## config.mk

```make
export PLATFORM = sky130hd
export DESIGN_NAME = echo_serializador
export DESIGN_NICKNAME = d
export VERILOG_FILES = /design/src/rtl/echo_serializador.sv
export SDC_FILE = /design/constraint.sdc
export NUM_CORES = 1
export LEC_CHECK = 0
export ABC_CLOCK_PERIOD_IN_PS = 5300
export CELL_PAD_IN_SITES_DETAIL_PLACEMENT = 1
export CELL_PAD_IN_SITES_GLOBAL_PLACEMENT = 1
export CORE_MARGIN = 4
export CORE_UTILIZATION = 47
export DETAILED_ROUTE_END_ITERATION = 7
export PLACE_DENSITY = 0.93
export SLEW_MARGIN = 5
export SYNTH_ARGS = -nofsm -noshare
export SYNTH_HDL_FRONTEND = slang
export SYNTH_SLANG_ARGS = --single-unit
```

## constraint.sdc

```tcl
create_clock -name clk -period 5.3 [get_ports clk]
set_clock_uncertainty 0.1 [all_clocks]
set_input_delay 1.06 -clock clk [delete_from_list [all_inputs] [get_ports clk]]
set_output_delay 1.06 -clock clk [all_outputs]
set_load 0.05 [all_outputs]
```

## src/rtl/echo_serializador.sv

```systemverilog
// -----------------------------------------------------------------------------
// echo_serializador
//
// Serial transmitter that sits behind the 5-bit echo encoder. A code word
// S1..S5 offered with valid is sent on a single line as an 8-bit frame:
//   start (0), S1, S2, S3, S4, S5, even parity, stop (1)
// Every bit is held for BIT_TICKS clock cycles. A one-entry holding buffer
// accepts a second word while a frame is on the line. A third word offered
// while the buffer is occupied is dropped, and overrun pulses.
//
// Parameters
//   BIT_TICKS : clock cycles per transmitted bit (1..255)
//
// Ports
//   clk      in   clock; every state change happens on the rising edge
//   rst_n    in   asynchronous active-low reset
//   valid    in   a code word is present on s1..s5 this edge
//   s1..s5   in   code word bits, s1 is sent first
//   tx       out  serial line, idles high
//   busy     out  a frame is on the line
//   full     out  the holding buffer holds a word
//   done     out  one-cycle pulse after each completed frame
//   overrun  out  one-cycle pulse after an offered word was dropped
//
// All outputs come straight from flops. tx is registered from the next-state
// decode, so the line already shows the start bit in the cycle that follows
// the edge that accepted the word.
// -----------------------------------------------------------------------------
module echo_serializador #(
  parameter int BIT_TICKS = 4
) (
  input  logic clk,
  input  logic rst_n,
  input  logic valid,
  input  logic s1,
  input  logic s2,
  input  logic s3,
  input  logic s4,
  input  logic s5,
  output logic tx,
  output logic busy,
  output logic full,
  output logic done,
  output logic overrun
);

  // Tick counter width is ceil(log2(BIT_TICKS)), but never narrower than one
  // bit so that BIT_TICKS = 1 still elaborates.
  localparam int TW = (BIT_TICKS > 1) ? $clog2(BIT_TICKS) : 1;
  localparam logic [TW-1:0] TICK_LAST = TW'(BIT_TICKS - 1);

  typedef enum logic [2:0] {
    IDLE   = 3'd0,
    START  = 3'd1,
    DATA   = 3'd2,
    PARITY = 3'd3,
    STOP   = 3'd4
  } state_t;

  state_t          state;
  state_t          state_nxt;
  logic [4:0]      shift_reg;
  logic [4:0]      shift_nxt;
  logic [4:0]      buf_reg;
  logic [4:0]      buf_nxt;
  logic            full_nxt;
  logic [TW-1:0]   tick_cnt;
  logic [TW-1:0]   tick_nxt;
  logic [2:0]      idx;
  logic [2:0]      idx_nxt;
  logic            parity;
  logic            parity_nxt;
  logic            tx_nxt;
  logic            done_nxt;
  logic            overrun_nxt;
  logic [4:0]      in_word;
  logic            tick_last;
  logic            frame_end;

  // Bit 0 of every word register holds S1, so shifting right walks the word
  // out in S1..S5 order.
  assign in_word   = {s5, s4, s3, s2, s1};
  assign tick_last = (tick_cnt == TICK_LAST);

  // The frame-end edge is the edge that closes the last stop cycle. Buffer
  // capture and overrun are decided differently on this edge, because the
  // buffer is being drained at the same moment.
  assign frame_end = (state == STOP) && tick_last;

  // Next-state and next-output decode.
  always_comb begin
    state_nxt   = state;
    shift_nxt   = shift_reg;
    buf_nxt     = buf_reg;
    full_nxt    = full;
    tick_nxt    = tick_cnt;
    idx_nxt     = idx;
    parity_nxt  = parity;
    done_nxt    = 1'b0;
    overrun_nxt = 1'b0;
    tx_nxt      = 1'b1;

    // The tick counter free-runs modulo BIT_TICKS whenever a frame is active
    // and restarts at zero whenever a new frame is loaded.
    if (state != IDLE) begin
      if (tick_last) begin
        tick_nxt = '0;
      end else begin
        tick_nxt = tick_cnt + 1'b1;
      end
    end

    case (state)
      IDLE: begin
        if (valid) begin
          state_nxt  = START;
          shift_nxt  = in_word;
          parity_nxt = ^in_word;
          tick_nxt   = '0;
          idx_nxt    = '0;
        end
      end

      START: begin
        if (tick_last) begin
          state_nxt = DATA;
          idx_nxt   = '0;
        end
      end

      DATA: begin
        if (tick_last) begin
          if (idx == 3'd4) begin
            state_nxt = PARITY;
          end else begin
            shift_nxt = shift_reg >> 1;
            idx_nxt   = idx + 3'd1;
          end
        end
      end

      PARITY: begin
        if (tick_last) begin
          state_nxt = STOP;
        end
      end

      STOP: begin
        if (tick_last) begin
          done_nxt = 1'b1;
          if (full) begin
            // Drain the buffer. A word offered on this same edge refills it,
            // so this collision never counts as an overrun.
            state_nxt  = START;
            shift_nxt  = buf_reg;
            parity_nxt = ^buf_reg;
            idx_nxt    = '0;
            full_nxt   = valid;
            if (valid) begin
              buf_nxt = in_word;
            end
          end else if (valid) begin
            state_nxt  = START;
            shift_nxt  = in_word;
            parity_nxt = ^in_word;
            idx_nxt    = '0;
          end else begin
            state_nxt = IDLE;
          end
        end
      end

      default: begin
        state_nxt = IDLE;
      end
    endcase

    // Words offered mid-frame go to the holding buffer, or are dropped when
    // it is already occupied.
    if ((state != IDLE) && !frame_end && valid) begin
      if (!full) begin
        buf_nxt  = in_word;
        full_nxt = 1'b1;
      end else begin
        overrun_nxt = 1'b1;
      end
    end

    // The line value for the cycle after this edge follows the state being
    // entered.
    case (state_nxt)
      START:   tx_nxt = 1'b0;
      DATA:    tx_nxt = shift_nxt[0];
      PARITY:  tx_nxt = parity_nxt;
      default: tx_nxt = 1'b1;
    endcase
  end

  // State and output registers. Reset takes effect immediately, including
  // mid-frame, and throws away any buffered word.
  always_ff @(posedge clk or negedge rst_n) begin
    if (!rst_n) begin
      state     <= IDLE;
      shift_reg <= '0;
      buf_reg   <= '0;
      full      <= 1'b0;
      tick_cnt  <= '0;
      idx       <= '0;
      parity    <= 1'b0;
      tx        <= 1'b1;
      busy      <= 1'b0;
      done      <= 1'b0;
      overrun   <= 1'b0;
    end else begin
      state     <= state_nxt;
      shift_reg <= shift_nxt;
      buf_reg   <= buf_nxt;
      full      <= full_nxt;
      tick_cnt  <= tick_nxt;
      idx       <= idx_nxt;
      parity    <= parity_nxt;
      tx        <= tx_nxt;
      busy      <= (state_nxt != IDLE);
      done      <= done_nxt;
      overrun   <= overrun_nxt;
    end
  end

endmodule

```

; Yosys cells after proc, flatten, opt, wreduce, memory -nomap -nowiden
; Cells that the tools add are included.
[word_totals]
regBits = 24
in_bits = 8
[op_classes]
n_addsub = 2
eq_ne = 13
mux = 46
reduce_logical = 13
[ops]
columns = op, n
row1 = 5-bit 2-to-1 mux, 11
row2 = 3-bit 2-to-1 mux, 12
row3 = 3-bit one-hot mux with 5 select lines, 1
row4 = 5-bit one-hot mux with 3 select lines, 1
row5 = 1-bit 2-to-1 mux, 14
row6 = "3-bit by 2-bit == test with 1-bit output, second input constant", 4
row7 = 3-bit one-hot mux with 4 select lines, 1
row8 = 5-bit XOR reduction, 2
row9 = 3-bit nonzero test, 3
row10 = 2-bit 2-to-1 mux, 4
row11 = "2-bit inequality test, second input constant", 4
row12 = "3-bit by 1-bit == test with 1-bit output, second input constant", 2
row13 = "3-bit == test, second input constant", 2
row14 = 5-bit AND reduction, 1
row15 = 4-bit AND reduction, 1
row16 = 4-bit nonzero test, 1
row17 = "3-bit by 1-bit adder with 3-bit output, second input constant", 1
row18 = 1-bit logical AND, 3
row19 = 3-bit logical NOT, 1
row20 = 1-bit one-hot mux with 3 select lines, 1
row21 = "2-bit by 1-bit adder with 2-bit output, second input constant", 1
row22 = "2-bit == test, second input constant", 1
row23 = 1-bit one-hot mux with 2 select lines, 1
row24 = 1-bit logical NOT, 1

; Depth between registers and ports, before layout
[depth]
ltp_word = 6
ltp_mapped = 8

; Worst setup path before layout
; Ideal clock, no wire load.
[synth_timing]
kind = input to register
start = input valid
end = register shift_reg[4]
setup_ns = 0.127
t_arrival_ns = 1.998
required_time_ns = 5.073
path_slack_ns = 3.075
path_stages = 6
n_path_buf = 1
cell_sequence = clkbuf_1 > nor2_1 > nor4_1 > nor2_1 > a222oi_1 > inv_1
[synth_between]
elab_chain_cells = 4
[synth_rtl]
columns = element, line
row1 = from (decl), 34  ; input logic valid,
row2 = 5-bit 2-to-1 mux *, -
row3 = 5-bit 2-to-1 mux (2 in a row), -
row4 = 5-bit one-hot mux with 3 select lines *, -
row5 = to (signal assigned), 216  ; shift_reg <= shift_nxt;
row6 = to (decl), 62  ; logic [4:0] shift_reg;
; Every way passes the cells marked *; elsewhere a longest branch is shown, timed or not. The select of a mux whose other input is x is not followed.
; A chain may end at the register's enable or synchronous reset.

; Final worst setup path
[layout_timing]
start = register full
end = output full
[layout_lines]
columns = element, line
row1 = from (decl), 42  ; output logic full,
row2 = from (signal assigned), 218  ; full <= full_nxt;
; No word-level cell between the ends.

==> flow_metrics.tcl <==
set metrics [dict create \
    coreArea_mm2 0.00276 \
    use_met2_pct 33.2 \
    drtIter0Drc 44 \
    final_util_pct 54.8 \
    final_net_count 155 \
    overflow 0 \
    crit_path_end_kind "primary output" \
    final_common_cell "dfrtp_1" \
    slew_headroom_pct 26.8 \
    placed_area_mm2 0.00147 \
    drt_wl_total_um 3030 \
    hpwl_um 2180 \
    busiest_layer "met2" \
    ant_nets 0 \
    post_cts_resized 0 \
    finalSetupTns_ps 0 \
    grt_start_max_net_pins 25 \
    postLayoutCellArea_mm2 0.00151 \
    critical_path_class "flip-flop to primary output" \
    synthCells 135 \
    root_buffer "clkbuf_4" \
    ys_types 45 \
    combinationalPowerShare_pct 14.0 \
    rsz0062_at_grt "false" \
    crit_buf_inv 1 \
    pwr-share-seq_pct 57.1 \
    grtUsageTotal_pct 19.0 \
    gp_congestion 0.846 \
    maxSlewViolCount 0 \
    outcome "complete, no violations" \
    clkPwrFrac_pct 28.9 \
    fp-row-count 19 \
    nFillCells 311 \
    worstMarginPinSlew_ps 1090 \
    worstPathRequired_ps 4140 \
    async_flop_share_pct 100 \
    crit_path_start_kind "flip-flop" \
    ys_seq_area_share_pct 44.2 \
    swShare_pct 24.9 \
    min_path_type "flip-flop to flip-flop" \
    cts_max_level 1 \
    p_leak_nw 0.644 \
    p_int_mw 0.258 \
    synth_edf_count 0 \
    vdd_drop_max_mv 0.177 \
    ios 13 \
    finalHoldViolations 0 \
    initial_core_util_pct 49.4 \
    post-route-period-util_pct 54.3 \
    grt_util_met3_pct 3.93 \
    layout-drive-gt1-share_pct 11.9 \
    p_per_area_mw_per_mm2 227 \
    cts_tree "built" \
    path_clk_slew_ps 130 \
    max_stage_delay_ps 860 \
    firstDrtPassIters 5 \
    syn-num-nets 146 \
    diodes 0 \
    vias_per_cell 6.06 \
    wl_per_cell_um 17.4 \
    cts.sinks 24 \
    cts_buffer_depth 2 \
    area_growth_pct 10.8 \
    dieWidth_um 61.8 \
    antenna_found_initial 0 \
    ys_ff_latch 24 \
    cts_made_buffers 3 \
    drv_cap 0 \
    port_buffers 12 \
    cts-hold-fix-buffers 0 \
    finalSetupViolCount 0 \
    cp_max_fo 9 \
    post_cts_buffers 0 \
    grt_pass1_wl_um 5260 \
    grtUsageMet1_pct 22.3 \
    synthFlopType "dfrtp_1" \
    fmax_mhz 347 \
    syn-mean-instance-area_um2 10.1 \
    p_switching_mw 0.0854 \
    cp_slowest_cell "clkdlybuf4s50_1" \
    clk_latency_ps 320 \
    via_count 1054 \
    final_cell_mix "dfrtp_1 (23), nor2_1 (14), nand2_1 (14)" \
    cp.arrival_ps 1720 \
    chipHeight_um 61.8 \
    path_cells "clkdlybuf4s50_1" \
    grt_pass1_vias 1154 \
    route.detailed.drc 0 \
    critical-path-top-delay-family "buffers and inverters" \
    die_area_mm2 0.00382 \
    synth_area_mm2 0.00136 \
    period_minus_slack_ps 2880 \
    ys_warn_count 0 \
]
[power groups by stage]
stage                     Combinational, mW  Clock, mW  Sequential, mW
after floorplan                      0.0266          0           0.202
after global placement               0.0461          0           0.199
after detailed placement             0.0488          0           0.199
after CTS                            0.0488      0.102           0.196
after global routing                 0.0522      0.111           0.197
final                                0.0482     0.0992           0.196
[cells in the mapped netlist (2+ instances only)]
library cell / number / share of area [%]
o22ai_1: 2 / 0.92
nor3_4: 2 / 2.4
ha_1: 3 / 2.8
mux2_2: 5 / 4.1
buf_2: 2 / 0.73
nand2_1: 14 / 3.9
xnor2_1: 2 / 1.3
o21ai_0: 5 / 1.8
xnor3_1: 2 / 3.3
nand3b_1: 5 / 2.8
buf_6: 2 / 1.7
a21oi_1: 6 / 2.2
clkbuf_1: 4 / 1.1
a222oi_1: 4 / 2.9
inv_1: 6 / 1.7
nor2_1: 14 / 3.9
nand2b_1: 3 / 1.4
xor2_1: 3 / 1.9
dfrtp_1: 23 / 42
nor3_1: 2 / 0.73
a22o_1: 2 / 1.3
[cells by family after synthesis]
kind of cell,count (synthesis),share of synthesized area (%)
AO/OA/AOI/OAI,30,16.2
XOR/XNOR,7,6.52
adder cells (fa/ha/maj),3,2.76
buffers and inverters,15,5.42
flip-flops,24,44.2
multiplexers,5,4.13
AND/OR/NAND/NOR,51,20.8
[metal layers]
| layer | part of all wire (%) | routed length (um) | vias to the layer above |
|---|---|---|---|
| met1 | 41 | 1250 | 534 |
| met2 | 52 | 1580 | 16 |
| li1 | - | - | 496 |
| met5 | 0 | 0 | - |
| met3 | 3.7 | 112 | 8 |
| met4 | 2.7 | 82 | 0 |
[stage by stage]
stage | power [mW] | setup slack, ps | cells | hold slack (ps)
after CTS | 0.346 | 2420 | 174 | 397
final | 0.344 | 2420 | 174 | 390
after global placement | 0.245 | 2380 | 170 | 363
after floorplan | 0.229 | 3070 | 135 | 342
after global routing | 0.360 | 2350 | 174 | 442
after detailed placement | 0.248 | 2290 | 170 | 375
[final timing paths]
check                             from     endpoint  slack [ps]  cells after the start
max in group asynchronous        rst_n       idx[0]        3240                      1
hold / removal                  idx[2]       idx[2]         390                      1
setup / recovery                  full         full        2420                      1
hold reg to reg                 idx[2]       idx[2]         390                      1
setup reg to reg           tick_cnt[0]   buf_reg[1]        3090                      6
min in group asynchronous        rst_n  tick_cnt[1]        1210                      1
[cell type report]
type / instances / area (um^2) / share of cell area [%]
multi-input combinational: 96 / 687 / 45.5
sequential: 24 / 602 / 39.9
clock buffer: 4 / 36.3 / 2.40
inverter: 7 / 26.3 / 1.74
tap: 31 / 38.8 / 2.57
timing repair buffer: 12 / 120 / 7.95
Power figures use the tool's default switching activity.
